## config.mk

```make
export PLATFORM = sky130hd
export DESIGN_NAME = req_onehot_arbiter
export DESIGN_NICKNAME = d
export VERILOG_FILES = /design/src/rtl/req_onehot_arbiter.sv
export SDC_FILE = /design/constraint.sdc
export NUM_CORES = 1
export LEC_CHECK = 0
export ABC_AREA = 1
export CAP_MARGIN = 40
export CORE_AREA = 3 3 64 66
export DETAILED_ROUTE_END_ITERATION = 10
export DIE_AREA = 0 0 67 69
export PLACE_DENSITY_LB_ADDON = 0.08
export RECOVER_POWER = 100
export REMOVE_ABC_BUFFERS = 1
export SYNTH_ARGS = -nofsm -noshare
export SYNTH_HDL_FRONTEND = slang
export SYNTH_SLANG_ARGS = --single-unit
```

## constraint.sdc

```tcl
create_clock -name clk -period 1.3 [get_ports clk]
set_input_delay 0.26 -clock clk [delete_from_list [all_inputs] [get_ports clk]]
set_output_delay 0.26 -clock clk [all_outputs]
set_load 0.1 [all_outputs]
```

## src/rtl/req_onehot_arbiter.sv

```systemverilog
// Synchronises eight async request lines, queues their rising edges and grants one line at a
// time as a registered one-hot word. Define REQ_ARB_ROUND_ROBIN_EN for round-robin arbitration.
module req_onehot_arbiter (
    input  logic       clk,
    input  logic       rst_n,
    input  logic [7:0] req_i,
    input  logic       ready_i,
    output logic [7:0] d_o,
    output logic       valid_o,
    output logic [7:0] pend_o,
    output logic       overrun_o
);

    typedef enum logic [0:0] {StIdle, StGrant} state_e;

    state_e     state_q;
    logic [7:0] s1_q, s2_q, s3_q;
    logic [7:0] pend_q;
    logic [7:0] d_q;
    logic       valid_q;
    logic       overrun_q;
    logic [7:0] rise;
    logic [7:0] cand;
    logic [7:0] sel_oh;
    logic [2:0] sel_idx;
`ifdef REQ_ARB_ROUND_ROBIN_EN
    logic [2:0] ptr_q;
    logic [2:0] scan_idx;
`endif

    assign rise = s2_q & ~s3_q;
    assign cand = pend_q | rise;

    always_comb begin
        sel_idx = 3'd0;
`ifdef REQ_ARB_ROUND_ROBIN_EN
        // Scan from the farthest slot back toward ptr_q+1 so the nearest candidate is written last.
        scan_idx = 3'd0;
        for (int n = 8; n >= 1; n--) begin
            scan_idx = ptr_q + 3'(n);
            if (cand[scan_idx]) sel_idx = scan_idx;
        end
`else
        for (int i = 0; i < 8; i++) begin
            if (cand[i]) sel_idx = 3'(i);
        end
`endif
        sel_oh = 8'd1 << sel_idx;
    end

    always_ff @(posedge clk or negedge rst_n) begin
        if (!rst_n) begin
            s1_q      <= '0;
            s2_q      <= '0;
            s3_q      <= '0;
            pend_q    <= '0;
            d_q       <= '0;
            valid_q   <= 1'b0;
            overrun_q <= 1'b0;
            state_q   <= StIdle;
`ifdef REQ_ARB_ROUND_ROBIN_EN
            ptr_q     <= 3'd7;
`endif
        end else begin
            s1_q      <= req_i;
            s2_q      <= s1_q;
            s3_q      <= s2_q;
            // An edge on the granted line is not pending, so it is re-queued, not flagged.
            overrun_q <= |(rise & pend_q);
            case (state_q)
                StIdle: begin
                    if (|cand) begin
                        d_q     <= sel_oh;
                        valid_q <= 1'b1;
                        pend_q  <= cand & ~sel_oh;
                        state_q <= StGrant;
`ifdef REQ_ARB_ROUND_ROBIN_EN
                        ptr_q   <= sel_idx;
`endif
                    end
                end
                StGrant: begin
                    pend_q <= pend_q | rise;
                    if (ready_i) begin
                        d_q     <= '0;
                        valid_q <= 1'b0;
                        state_q <= StIdle;
                    end
                end
            endcase
        end
    end

    assign d_o       = d_q;
    assign valid_o   = valid_q;
    assign pend_o    = pend_q;
    assign overrun_o = overrun_q;

endmodule

```

==> run_results.csv <==
group,metric,value,unit
worst_hold_path,hold_depth,0,
cts,cts-buffers-inserted,5,
critical_path,crit_buf_inv,2,
critical_path,required,1.50,ns
critical_path,cp_top_family,"simple AND/OR/NAND/NOR gates",
critical_path,worstPathCellList,"inv_2, nor2_4, nor2_4, nand2_2, o21bai_4, nand4_1, nand2_1, inv_1",
grt,antenna_found_initial,0,
route,vias_per_cell,4.85,
route,wirelength,3.57,mm
critical_path,crit_arrival,1.67,ns
timing,rsz0062_at_grt,"true",
route,drc,0,
status,violations,"setup timing",
layout,fin_nets,214,
route,wl_met3,171,µm
job,maxCapViolCount,0,
die,core.rowCount,22,
layout,areaGrowthSynthToFinish,53.5,%
place,dpl.cell_count,233,
cts,htreeDepth,2,
power,peakVddDrop,1.32,mV
critical_path,slowest_delay,0.39,ns
place,gp_congestion,0.853,
grt,grt_pass1_wl,5.79,mm
cts,cts_tree,"yes",
layout,drive_gt1_frac,0.475,
route,wl_met1,1.35,mm
layout,final_common_cell,"dfrtp_1",
route,first_iter_violations,39,
layout,seq_area,1080,µm²
power,p_total,4800,µW
status,status,"finished, violations left",
logic_synthesis,ys_seq_area_frac,0.677,
logic_synthesis,syn_area_per_cell,11.2,µm²
grt,grt_max_degree,44,
power,p_int,2760,µW
die,die-area,4620,µm²
cts,cts_buffer_depth,2,
timing,fin_setup_tns,-1.91,ns
critical_path,worstSetupPathDepth,8,
place,placed_area,2230,µm²
timing,finalHoldViolCount,0,
worst_hold_path,worstHoldPathType,"flip-flop to flip-flop",
layout,multi_input_area,586,µm²
critical_path,worstSetupStartpointType,"flip-flop",
timing,fin_crit,1.47,ns
power,switching_share,0.425,
route,highest_layer,"met4",
timing,max_freq,680,MHz
critical_path,reg2reg_depth,8,
layout,utilization,0.671,
layout,layout.cells.non_filler,252,
die,start_util,0.437,
cts,clk-insertion-delay-late,0.29,ns
grt,grt_usage,0.170,
timing,relSlewSlack,0.635,
route,wl_per_cell,14.2,µm
die,dieHeight,69,µm
layout,final_area,2440,µm²
place,io_buffers,28,
timing,setup_viol,17,
die,core_area,3630,µm²
timing,fin_worst_skew,0.00641,ns
logic_synthesis,syn_area,1590,µm²
cts,cts-root-buf,"clkbuf_8",
power,clkPwrFrac,0.188,
critical_path,cpMaxStageDelayCell,"dfrtp_1",
critical_path,crit_path_frequent_cell,"nor2_4",
timing,period_share,1.13,
cts,clk_pin_slew,0.08,ns
timing,setup_slack,-0.170,ns
logic_synthesis,syn_inst,142,
route,vias,1223,
power,p_leak,0.00118,µW
logic_synthesis,yosysUniqueCellTypes,24,
critical_path,cp_max_fo,5,
grt,first_global_vias,1257,
critical_path,end_kind,"flip-flop",
route,dr.pass1.iters,4,
layout,nFillCells,292,
power,powerDensity,1970,nW/µm²
timing,tightest_slew,0.547,ns
logic_synthesis,ys_ff_latch,43,
place,place.detailed.hpwl,2.20,mm
power,p_switching,2040,µW
die,die_w,67,µm
power,power.share.sequential,0.341,
die,io_pins,29,
route,wl_met2,1.89,mm
logic_synthesis,yosysWarnings,0,
critical_path,critical_path_class,"flip-flop to flip-flop",
cts,cts.sinks,43,
timing,drv_slew,0,
route,antenna_left,0,
grt,overflow,0,
layout,antenna_cells,0,
layout,mostFrequentLayoutCells,"dfrtp_1, nand2_1, buf_4, inv_1, nand2_2",
power,p_comb_frac,0.470,
-- path summary, 6_finish.rpt --
path / startpoint / endpoint / slack, ns
setup / recovery: s2_q[5] / pend_o[2] / -0.17
hold / removal: s1_q[2] / s2_q[2] / 0.34
setup reg to reg: s2_q[5] / pend_o[2] / -0.17
hold reg to reg: s1_q[2] / s2_q[2] / 0.34
max in group asynchronous: rst_n / s3_q[7] / 0.33
min in group asynchronous: rst_n / s3_q[3] / 0.59
-- what timing repair did --
action / CTS / global route
hold endpoints to repair: 43 / 0
hold buffers: 1 / 0
pin swaps: 13 / 7
buffers inserted: 7 / 2
cloned: 1 / 0
endpoints found under the setup margin: 17 / 22
resized for setup: 16 / 24
-- registers in the layout, indices dropped and copies added (netlist names) --
| name | cells |
|---|---|
| overrun_o | 1 |
| d_o | 8 |
| s3_q | 8 |
| s1_q | 8 |
| s2_q | 8 |
| state_q | 1 |
| pend_o | 8 |
| valid_o | 1 |
-- worst reg2reg max path, stage by stage (launching register included) --
cell and delay [ns]:
dfrtp_1 0.39, inv_2 0.08, nor2_4 0.04, nor2_4 0.19
nand2_2 0.10, o21bai_4 0.26, nand4_1 0.18, nand2_1 0.10
inv_1 0.04
-- Yosys cell counts (all sizes together) --
| library cell | number | area (µm²) |
|---|---|---|
| a21oi | 6 | 45.1 |
| a221oi | 1 | 8.76 |
| a31oi | 1 | 6.26 |
| dfrtp | 43 | 1080 |
| inv | 21 | 78.8 |
| nand2 | 40 | 175 |
| nand3 | 8 | 40.0 |
| nand3b | 1 | 7.51 |
| nand4 | 2 | 18.8 |
| nor2 | 11 | 72.6 |
| o21ai | 6 | 33.8 |
| o21bai | 2 | 26.3 |
-- power groups by stage --
stage | clock network (µW) | registers (µW) | logic, µW
2_1_floorplan | 0 | 2330 | 453
3_3_place_gp | 0 | 1640 | 1890
3_5_place_dp | 0 | 1650 | 1910
4_1_cts | 929 | 1640 | 2160
5_1_grt | 970 | 1650 | 2350
6_report | 904 | 1640 | 2260
-- layer usage --
| layer | vias to the layer above | GRT usage |
|---|---|---|
| li1 | 570 | - |
| met1 | 595 | 0.194 |
| met2 | 42 | 0.279 |
| met3 | 16 | 0.0375 |
| met4 | 0 | 0.110 |
| met5 | - | 0 |
-- metrics by stage --
| stage | hold WS, ns | worst slack [ns] |
|---|---|---|
| 6_report | 0.344 | -0.170 |
| 2_1_floorplan | -0.0356 | -0.535 |
| 3_5_place_dp | 0.246 | -0.0939 |
| 5_1_grt | 0.359 | -0.267 |
| 3_3_place_gp | 0.246 | -0.0556 |
| 4_1_cts | 0.349 | -0.0645 |
-- kinds of logic (layout without fill, tap and decap cells) --
| kind of cell | Yosys count | count (layout) | synth area share |
|---|---|---|---|
| buffers and inverters | 21 | 82 | 0.0496 |
| and+or+nand+nor | 62 | 63 | 0.198 |
| DFF | 43 | 43 | 0.677 |
| AOI/OAI and AO/OA | 16 | 16 | 0.0756 |
-- cell type report --
cell class | instances | area share
flip-flops and latches | 43 | 0.441
clock buffers | 8 | 0.0410
inverters | 21 | 0.0323
multi-input cells | 79 | 0.240
well taps | 48 | 0.0246
repair buffers | 53 | 0.221
Power figures use the tool's default switching activity.
